## src/rtl/present_pkg.sv

```systemverilog
// Shared definitions for the PRESENT-80 stream accelerator: register map,
// STATUS bit positions, chaining mode and sequencer state encodings.
package present_pkg;

  localparam logic [3:0] ADDR_CTRL    = 4'd0;
  localparam logic [3:0] ADDR_KEY_HI  = 4'd1;
  localparam logic [3:0] ADDR_KEY_MID = 4'd2;
  localparam logic [3:0] ADDR_KEY_LO  = 4'd3;
  localparam logic [3:0] ADDR_IV_HI   = 4'd4;
  localparam logic [3:0] ADDR_IV_LO   = 4'd5;
  localparam logic [3:0] ADDR_DIN_HI  = 4'd6;
  localparam logic [3:0] ADDR_DIN_LO  = 4'd7;
  localparam logic [3:0] ADDR_DOUT_HI = 4'd8;
  localparam logic [3:0] ADDR_DOUT_LO = 4'd9;
  localparam logic [3:0] ADDR_STATUS  = 4'd10;

  localparam int CTRL_MODE  = 1;
  localparam int CTRL_DIR   = 2;
  localparam int CTRL_CLEAR = 3;

  localparam int ST_BUSY      = 0;
  localparam int ST_IN_EMPTY  = 1;
  localparam int ST_IN_FULL   = 2;
  localparam int ST_OUT_EMPTY = 3;
  localparam int ST_OUT_FULL  = 4;
  localparam int ST_OVF       = 5;
  localparam int ST_UNF       = 6;
  localparam int ST_CFG_ERR   = 7;
  localparam int ST_IN_COUNT  = 8;
  localparam int ST_OUT_COUNT = 16;

  typedef enum logic {ECB = 1'b0, CBC = 1'b1} mode_e;

  typedef enum logic [1:0] {IDLE, LOAD, ARM, WAIT} seq_state_e;

endpackage

```

## src/rtl/present_blk_fifo.sv

```systemverilog
// 64-bit block FIFO with occupancy count and synchronous flush.
// Simultaneous push and pop are both honoured, including push while full.
module present_blk_fifo #(
  parameter int DEPTH = 4,
  parameter int CNT_W = $clog2(DEPTH) + 1
) (
  input  logic             clk,
  input  logic             iReset,
  input  logic             flush,
  input  logic             push,
  input  logic [63:0]      wdata,
  input  logic             pop,
  output logic [63:0]      rdata,
  output logic [CNT_W-1:0] count,
  output logic             full,
  output logic             empty
);
  localparam int PTR_W = $clog2(DEPTH);

  logic [63:0]      mem [DEPTH];
  logic [PTR_W-1:0] wr_ptr;
  logic [PTR_W-1:0] rd_ptr;
  logic             do_push;
  logic             do_pop;

  assign empty   = (count == '0);
  assign full    = (count == CNT_W'(DEPTH));
  assign rdata   = mem[rd_ptr];
  assign do_pop  = pop && !empty;
  assign do_push = push && (!full || do_pop);

  always_ff @(posedge clk) begin
    if (do_push) mem[wr_ptr] <= wdata;
  end

  always_ff @(posedge clk) begin
    if (iReset || flush) begin
      wr_ptr <= '0;
      rd_ptr <= '0;
      count  <= '0;
    end else begin
      if (do_push) wr_ptr <= wr_ptr + 1'b1;
      if (do_pop)  rd_ptr <= rd_ptr + 1'b1;
      case ({do_push, do_pop})
        2'b10:   count <= count + CNT_W'(1);
        2'b01:   count <= count - CNT_W'(1);
        default: count <= count;
      endcase
    end
  end

endmodule

```

## src/rtl/present_core.sv

```systemverilog
// Iterative PRESENT-80 block cipher, one round per cycle. control=1 decrypts;
// decryption first walks the key schedule forward to the last round key.
module present_core (
  input  logic        clk,
  input  logic        reset,
  input  logic        load,
  input  logic        control,
  input  logic [79:0] key,
  input  logic [63:0] idat,
  output logic [63:0] odat,
  output logic        done
);
  localparam logic [63:0] SBOX  = 64'h2174_8FE3_DA09_B65C;
  localparam logic [63:0] ISBOX = 64'hA970_364B_D21C_8FE5;

  typedef enum logic [1:0] {C_IDLE, C_KEXP, C_ENC, C_DEC} core_state_e;

  core_state_e cst_q, cst_d;
  logic [63:0] st_q, st_d;
  logic [79:0] k_q, k_d;
  logic [5:0]  rnd_q, rnd_d;
  logic        done_d;

  function automatic logic [63:0] s_layer(input logic [63:0] x, input logic inv);
    logic [63:0] y;
    for (int n = 0; n < 16; n++)
      y[4*n +: 4] = inv ? ISBOX[{x[4*n +: 4], 2'b00} +: 4] : SBOX[{x[4*n +: 4], 2'b00} +: 4];
    return y;
  endfunction

  // Bit i moves to 16*i mod 63; bit 63 stays put.
  function automatic logic [63:0] p_layer(input logic [63:0] x, input logic inv);
    logic [63:0] y;
    for (int i = 0; i < 63; i++) begin
      if (inv) y[i] = x[(i * 16) % 63];
      else     y[(i * 16) % 63] = x[i];
    end
    y[63] = x[63];
    return y;
  endfunction

  function automatic logic [79:0] key_upd(input logic [79:0] k, input logic [4:0] r);
    logic [79:0] t;
    t          = {k[18:0], k[79:19]};
    t[79:76]   = SBOX[{t[79:76], 2'b00} +: 4];
    t[19:15]   = t[19:15] ^ r;
    return t;
  endfunction

  function automatic logic [79:0] key_inv(input logic [79:0] k, input logic [4:0] r);
    logic [79:0] t;
    t          = k;
    t[19:15]   = t[19:15] ^ r;
    t[79:76]   = ISBOX[{t[79:76], 2'b00} +: 4];
    return {t[60:0], t[79:61]};
  endfunction

  always_comb begin
    cst_d  = cst_q;
    st_d   = st_q;
    k_d    = k_q;
    rnd_d  = rnd_q;
    done_d = 1'b0;
    case (cst_q)
      C_KEXP: begin
        k_d = key_upd(k_q, rnd_q[4:0]);
        if (rnd_q == 6'd31) cst_d = C_DEC;
        else                rnd_d = rnd_q + 6'd1;
      end
      C_ENC: begin
        if (rnd_q == 6'd32) begin
          st_d   = st_q ^ k_q[79:16];
          done_d = 1'b1;
          cst_d  = C_IDLE;
        end else begin
          st_d  = p_layer(s_layer(st_q ^ k_q[79:16], 1'b0), 1'b0);
          k_d   = key_upd(k_q, rnd_q[4:0]);
          rnd_d = rnd_q + 6'd1;
        end
      end
      C_DEC: begin
        if (rnd_q == 6'd0) begin
          st_d   = st_q ^ k_q[79:16];
          done_d = 1'b1;
          cst_d  = C_IDLE;
        end else begin
          st_d  = s_layer(p_layer(st_q ^ k_q[79:16], 1'b1), 1'b1);
          k_d   = key_inv(k_q, rnd_q[4:0]);
          rnd_d = rnd_q - 6'd1;
        end
      end
      default: ;
    endcase
    if (load) begin
      st_d  = idat;
      k_d   = key;
      rnd_d = 6'd1;
      cst_d = control ? C_KEXP : C_ENC;
    end
  end

  always_ff @(posedge clk) begin
    if (reset) begin
      cst_q <= C_IDLE;
      st_q  <= '0;
      k_q   <= '0;
      rnd_q <= '0;
      done  <= 1'b0;
    end else begin
      cst_q <= cst_d;
      st_q  <= st_d;
      k_q   <= k_d;
      rnd_q <= rnd_d;
      done  <= done_d;
    end
  end

  assign odat = st_q;

endmodule

```

## src/rtl/present_stream_wrapper.sv

```systemverilog
// Register-mapped PRESENT-80 front end: input/output block FIFOs around one
// present_core, sequenced in ECB or CBC mode over a 32-bit chip-select bus.
module present_stream_wrapper
  import present_pkg::*;
#(
  parameter int DEPTH = 4,
  parameter int CNT_W = $clog2(DEPTH) + 1
) (
  input  logic        clk,
  input  logic        iReset,
  input  logic        iChipselect,
  input  logic        iWriteRead,
  input  logic [3:0]  iAddress,
  input  logic [31:0] idat,
  output logic [31:0] odat
);
  logic             wr_acc, rd_acc, clr, busy, cfg_wr, cfg_ok, din_push;
  mode_e            mode_q;
  logic             dir_q, ovf_q, unf_q, cfg_err_q;
  logic [79:0]      key_q;
  logic [63:0]      iv_q, chain_q, cur_q;
  logic [31:0]      din_hi_q, rd_data, status;
  seq_state_e       state_q, state_d;
  logic             in_push, in_pop, in_full, in_empty;
  logic             out_push, out_pop, out_full, out_empty;
  logic [CNT_W-1:0] in_count, out_count;
  logic [63:0]      in_rdata, out_rdata;
  logic             core_rst, core_load, core_done;
  logic [63:0]      core_in, core_out, result;

  assign wr_acc   = iChipselect && iWriteRead;
  assign rd_acc   = iChipselect && !iWriteRead;
  assign clr      = wr_acc && (iAddress == ADDR_CTRL) && idat[CTRL_CLEAR];
  assign busy     = (state_q != IDLE) || !in_empty;
  // A CTRL write carrying clear is a command only; it never touches mode/dir.
  assign cfg_wr   = wr_acc && (((iAddress >= ADDR_KEY_HI) && (iAddress <= ADDR_IV_LO)) ||
                               ((iAddress == ADDR_CTRL) && !idat[CTRL_CLEAR]));
  assign cfg_ok   = cfg_wr && !busy;
  assign din_push = wr_acc && (iAddress == ADDR_DIN_LO) && !clr;
  assign in_push  = din_push && !in_full;
  assign out_pop  = rd_acc && (iAddress == ADDR_DOUT_LO) && !out_empty;
  assign core_rst = iReset || clr;
  assign core_in  = (mode_q == CBC && !dir_q) ? (cur_q ^ chain_q) : cur_q;
  assign result   = (mode_q == CBC && dir_q) ? (core_out ^ chain_q) : core_out;

  // Core handshake: load is a one-cycle request; done is a one-cycle pulse
  // qualifying odat. ARM skips a cycle so a stale done is never sampled.
  always_comb begin
    state_d   = state_q;
    in_pop    = 1'b0;
    core_load = 1'b0;
    out_push  = 1'b0;
    case (state_q)
      IDLE: if (!in_empty && !out_full) begin
        in_pop  = 1'b1;
        state_d = LOAD;
      end
      LOAD: begin
        core_load = 1'b1;
        state_d   = ARM;
      end
      ARM:  state_d = WAIT;
      WAIT: if (core_done) begin
        out_push = 1'b1;
        state_d  = IDLE;
      end
      default: state_d = IDLE;
    endcase
    if (clr) begin
      state_d   = IDLE;
      in_pop    = 1'b0;
      core_load = 1'b0;
      out_push  = 1'b0;
    end
  end

  always_comb begin
    status                           = '0;
    status[ST_BUSY]                  = busy;
    status[ST_IN_EMPTY]              = in_empty;
    status[ST_IN_FULL]               = in_full;
    status[ST_OUT_EMPTY]             = out_empty;
    status[ST_OUT_FULL]              = out_full;
    status[ST_OVF]                   = ovf_q;
    status[ST_UNF]                   = unf_q;
    status[ST_CFG_ERR]               = cfg_err_q;
    status[ST_IN_COUNT +: CNT_W]     = in_count;
    status[ST_OUT_COUNT +: CNT_W]    = out_count;
  end

  always_comb begin
    rd_data = '0;
    case (iAddress)
      ADDR_CTRL:    rd_data = {29'b0, dir_q, mode_q, 1'b0};
      ADDR_DOUT_HI: rd_data = out_empty ? 32'b0 : out_rdata[63:32];
      ADDR_DOUT_LO: rd_data = out_empty ? 32'b0 : out_rdata[31:0];
      ADDR_STATUS:  rd_data = status;
      default:      rd_data = '0;
    endcase
  end

  always_ff @(posedge clk) begin
    if (iReset) begin
      state_q   <= IDLE;
      mode_q    <= ECB;
      dir_q     <= 1'b0;
      key_q     <= '0;
      iv_q      <= '0;
      chain_q   <= '0;
      cur_q     <= '0;
      din_hi_q  <= '0;
      ovf_q     <= 1'b0;
      unf_q     <= 1'b0;
      cfg_err_q <= 1'b0;
      odat      <= '0;
    end else begin
      state_q <= state_d;
      if (in_pop) cur_q <= in_rdata;
      if (wr_acc && iAddress == ADDR_DIN_HI) din_hi_q <= idat;
      if (cfg_ok) begin
        case (iAddress)
          ADDR_CTRL: begin
            mode_q <= mode_e'(idat[CTRL_MODE]);
            dir_q  <= idat[CTRL_DIR];
          end
          ADDR_KEY_HI:  key_q[79:48] <= idat;
          ADDR_KEY_MID: key_q[47:16] <= idat;
          ADDR_KEY_LO:  key_q[15:0]  <= idat[15:0];
          ADDR_IV_HI:   iv_q[63:32]  <= idat;
          ADDR_IV_LO:   iv_q[31:0]   <= idat;
          default: ;
        endcase
      end

      if (clr)                                      chain_q <= iv_q;
      else if (cfg_ok && iAddress == ADDR_IV_HI)    chain_q <= {idat, iv_q[31:0]};
      else if (cfg_ok && iAddress == ADDR_IV_LO)    chain_q <= {iv_q[63:32], idat};
      else if (out_push && mode_q == CBC)           chain_q <= dir_q ? cur_q : core_out;

      if (wr_acc && iAddress == ADDR_STATUS) begin
        if (idat[ST_OVF])     ovf_q     <= 1'b0;
        if (idat[ST_UNF])     unf_q     <= 1'b0;
        if (idat[ST_CFG_ERR]) cfg_err_q <= 1'b0;
      end
      if (din_push && in_full) ovf_q <= 1'b1;
      if (rd_acc && iAddress == ADDR_DOUT_LO && out_empty) unf_q <= 1'b1;
      if (cfg_wr && busy) cfg_err_q <= 1'b1;

      if (iChipselect) odat <= iWriteRead ? 32'b0 : rd_data;
    end
  end

  present_blk_fifo #(.DEPTH(DEPTH), .CNT_W(CNT_W)) u_in_fifo (
    .clk    (clk),
    .iReset (iReset),
    .flush  (clr),
    .push   (in_push),
    .wdata  ({din_hi_q, idat}),
    .pop    (in_pop),
    .rdata  (in_rdata),
    .count  (in_count),
    .full   (in_full),
    .empty  (in_empty)
  );

  present_blk_fifo #(.DEPTH(DEPTH), .CNT_W(CNT_W)) u_out_fifo (
    .clk    (clk),
    .iReset (iReset),
    .flush  (clr),
    .push   (out_push),
    .wdata  (result),
    .pop    (out_pop),
    .rdata  (out_rdata),
    .count  (out_count),
    .full   (out_full),
    .empty  (out_empty)
  );

  present_core u_core (
    .clk     (clk),
    .reset   (core_rst),
    .load    (core_load),
    .control (dir_q),
    .key     (key_q),
    .idat    (core_in),
    .odat    (core_out),
    .done    (core_done)
  );

endmodule

```

## config.mk

```make
export PLATFORM = sky130hd
export DESIGN_NAME = present_stream_wrapper
export DESIGN_NICKNAME = d
export VERILOG_FILES = /design/src/rtl/present_pkg.sv /design/src/rtl/present_blk_fifo.sv /design/src/rtl/present_core.sv /design/src/rtl/present_stream_wrapper.sv
export SDC_FILE = /design/constraint.sdc
export NUM_CORES = 2
export LEC_CHECK = 0
export ABC_AREA = 1
export CELL_PAD_IN_SITES_DETAIL_PLACEMENT = 0
export CELL_PAD_IN_SITES_GLOBAL_PLACEMENT = 1
export CORE_ASPECT_RATIO = 1.1
export CORE_UTILIZATION = 30
export CTS_BUF_LIST = sky130_fd_sc_hd__clkbuf_4 sky130_fd_sc_hd__clkbuf_8
export DETAILED_ROUTE_END_ITERATION = 16
export PLACE_DENSITY_LB_ADDON = 0.1
export SYNTH_ARGS = -nofsm -noshare
export SYNTH_HDL_FRONTEND = slang
export SYNTH_SLANG_ARGS = --single-unit
```

## constraint.sdc

```tcl
create_clock -name clk -period 5.5 [get_ports clk]
set_input_delay 1.1 -clock clk [delete_from_list [all_inputs] [get_ports clk]]
set_output_delay 1.1 -clock clk [all_outputs]
set_load 0.02 [all_outputs]
```

==> flow_metrics.env <==
export IMPL_grt_max_degree=148
export IMPL_status="finished, final reports clean"
export IMPL_cts_tree="built"
export IMPL_antenna_found_initial=6
export IMPL_synth_edf_count=512
export IMPL_routedWlPerCell_um=25.4
export IMPL_fin_setup_tns_ns=0
export IMPL_area_delta_synth_final_pct=14.1
export IMPL_finalCriticalPeriod_ns=3.56
export IMPL_synth_top_area_frac=0.288
export IMPL_pre_cts_ws_ns=1.14
export IMPL_startpoint_type="register"
export IMPL_cts_sinks=1024
export IMPL_slew_violations=0
export IMPL_powerDensity_nw_per_um2=544
export IMPL_endpoint_kind="register"
export IMPL_num_rows=162
export IMPL_ff_latch_area_um2=25600
export IMPL_final_period_utilization=0.647
export IMPL_cts_resized_gates=0
export IMPL_cts_root_buf="clkbuf_8"
export IMPL_crit_slowest_cell="inv_2"
export IMPL_path_clk_slew_ns=0.06
export IMPL_r2r_start="u_core.rnd_q[2]$_SDFFE_PP0P_"
export IMPL_fin_cells=9264
export IMPL_drc_errors=0
export IMPL_yosysWarningCount=0
export IMPL_worstPathRequired_ns=6.33
export IMPL_clk_insertion_delay_late_ns=0.96
export IMPL_arrival_ns=4.39
export IMPL_die_y_um=445
export IMPL_peakVddDrop_mv=0.724
export IMPL_die_x_um=404
export IMPL_worstMarginPinSlew_ns=1.39
export IMPL_ant_nets=0
export IMPL_startpoint="u_core.rnd_q[2]$_SDFFE_PP0P_"
export IMPL_numPortBuffers=71
export IMPL_grt_pass1_vias=43400
export IMPL_setup_worst_path_class="reg2reg"
export IMPL_hpwl_mm=161
export IMPL_slew_headroom=0.0648
export IMPL_synthCells=6741
export IMPL_yosys_top_cells_area="edfxtp_1 29%, dfxtp_1 19%, nand2_1 11%"
export IMPL_via_per_inst=5.05
export IMPL_syn_area_per_cell_um2=7.93
export IMPL_setup_violations=0
export IMPL_place_gp_congestion=0.876
export IMPL_cts_hold_buffers=0
export IMPL_start_util=0.302
export IMPL_h_tree_depth=4
export IMPL_cp_max_fo=80
export IMPL_dr_pass1_iters=6
export IMPL_cap_viol_max_count=0
export IMPL_boundaryPins=72
export IMPL_core_area_um2=177000
export IMPL_grt_pass1_wl_mm=332
export IMPL_min_delay_path_class="reg2reg"
export IMPL_drive_gt1_frac=0.0751
export IMPL_die_area_um2=180000
export IMPL_rsz0062_at_grt="false"
export IMPL_cts_buffers=188
export IMPL_drt_iter0_markers=3673
export IMPL_grt_ovfl_total=0
export IMPL_vias=46800
export IMPL_postCtsSetupBuffers=0
export IMPL_ys_ff_latch=1024
export IMPL_synth_distinct_cells=44
export IMPL_async_flop_share=0
export IMPL_max_stage_delay_ns=0.67
export IMPL_setup_ws_ns=1.94
export IMPL_synth_largest_area_cell="edfxtp_1"
export IMPL_multiInputGateArea_um2=24500
export IMPL_finalClockSkew_ns=0.0515
export IMPL_crit_path_cell_trace="nor2_1 > nand3_2 > inv_2 > nand2_1 > o21ai_1 > nand2_1 > nand2_2 > inv_2 > buf_4 > o21ai_0 > nor2_1"
export IMPL_routed_wl_mm=235
export IMPL_leakage_nw=24.2
export IMPL_ys_seq_area_frac=0.480
export IMPL_fmax_ghz=0.281
export IMPL_synth_flop_cell="edfxtp_1"
export IMPL_hold_viol_final=0
export IMPL_synthesis_area_um2=53400
export IMPL_placed_cells=8906
export IMPL_min_delay_start="iv_q[15]$_SDFFE_PP0P_"
export IMPL_nets=6971
export IMPL_nFillCells=18700
export IMPL_clockBufferDepth=3
export IMPL_synth_nets=6994
export IMPL_groute_usage_overall=0.258
## registers in the layout, summed over array words and instances, names as in the netlist, 2 cells and up, named ones only
signal,cells
chain_q,64
cur_q,64
din_hi_q,32
iv_q,64
key_q,80
odat,32
state_q,2
u_core.cst_q,2
u_core.k_q,80
u_core.odat,64
u_core.rnd_q,6
u_in_fifo.count,3
u_in_fifo.mem,256
u_in_fifo.rd_ptr,2
u_in_fifo.wr_ptr,2
u_out_fifo.count,3
u_out_fifo.mem,256
u_out_fifo.rd_ptr,2
u_out_fifo.wr_ptr,2
## final cells by class
class | count | share of cell area
tap | 2378 | 0.0488
antenna | 5 | 0.000205
clock buffer | 288 | 0.0573
clock inverter | 65 | 0.00971
timing repair buffer | 197 | 0.0319
multi-input combinational | 4825 | 0.402
sequential | 1024 | 0.421
inverter | 482 | 0.0299
## cells by family after synthesis
group	count (synthesis)	synth area share
AOI/OAI and AO/OA	1368	0.137
xor gates and xnor gates	194	0.0318
adders and majority gates	213	0.0503
buffers and inverters	892	0.0647
DFF	1024	0.480
muxes	12	0.00225
and+or+nand+nor	3038	0.234
## power by group
part | switching [mW] | internal [mW]
Clock | 3.59 | 4.34
Combinational | 11.2 | 4.19
Sequential | 1.03 | 8.78
Total | 15.8 | 17.3
## cell usage after synthesis (2+ instances only)
cell / instances
a211oi_1: 2
a21oi_1: 342
a22oi_1: 8
a31oi_1: 66
a32oi_1: 2
buf_1: 53
buf_2: 82
clkbuf_1: 270
clkbuf_2: 4
clkinv_1: 6
dfxtp_1: 512
edfxtp_1: 512
fa_1: 3
ha_1: 210
inv_1: 470
inv_2: 6
mux2i_1: 12
nand2_1: 1569
nand3_1: 568
nand3b_1: 61
nand4_1: 7
nor2_1: 800
nor2_2: 9
nor2_4: 2
nor2_8: 2
nor3_1: 4
o211ai_1: 101
o21a_1: 26
o21ai_0: 732
o21ai_1: 42
o22ai_1: 46
or2_2: 8
xnor2_1: 121
xor2_1: 73
## metal layers
metal  up-vias  routed length (µm)  track usage
met2      1276              107000        0.406
met1     22800              107000        0.352
met5         -                  12            0
met4         2               11600        0.120
li1      22400                   -            -
met3       301                9740       0.0289
## stage by stage
stage	utilization	total power [mW]	hold WS, ns	area (µm²)
finish	0.345	33.1	0.464	61000
detailed placement	0.321	25.2	0.455	56900
global route	0.344	35.2	0.475	61000
global placement	0.321	25.2	0.451	56900
floorplan	-	18.6	0.444	53400
CTS	0.344	33.2	0.465	61000
## worst paths after layout
kind,endpoint,cells after the start,slack [ns]
worst min register to register,iv_q[15]$_SDFFE_PP0P_,2,0.46
worst max register to register,u_core.k_q[52]$_SDFFE_PP0P_,11,1.94
worst max-delay path,u_core.k_q[52]$_SDFFE_PP0P_,11,1.94
worst min-delay path,iv_q[15]$_SDFFE_PP0P_,2,0.46
## critical path: cells and delay by family (launching register included)
family / cells / cell delay (ns)
simple gates: 6 / 1.24
buf+inv: 3 / 1.06
flops: 1 / 0.43
compound gates: 2 / 0.55
## cells in the final DEF, fill, tap and decap left out, drive strengths merged
cell	netlist	final
o211ai	101	101
xnor2	121	121
o21a	26	26
nand2	1570	1570
or2	9	9
fa	3	3
buf	136	127
o22ai	46	46
clkinvlp	0	3
dfxtp	512	512
nand3	570	570
clkinv	6	58
nor2	813	813
diode	0	5
bufinv	0	5
a31oi	66	66
mux2i	12	12
nand3b	61	61
nor3	5	5
xor2	73	73
a21oi	342	342
o21ai	774	774
clkbuf	274	288
inv	476	481
a32oi	2	2
clkdlybuf4s50	0	70
and2	1	1
edfxtp	512	512
nand4	8	8
ha	210	210
and3	1	1
o31ai	1	1
a211oi	2	2
a22oi	8	8
Note: power is estimated with default switching activity, not from simulation.
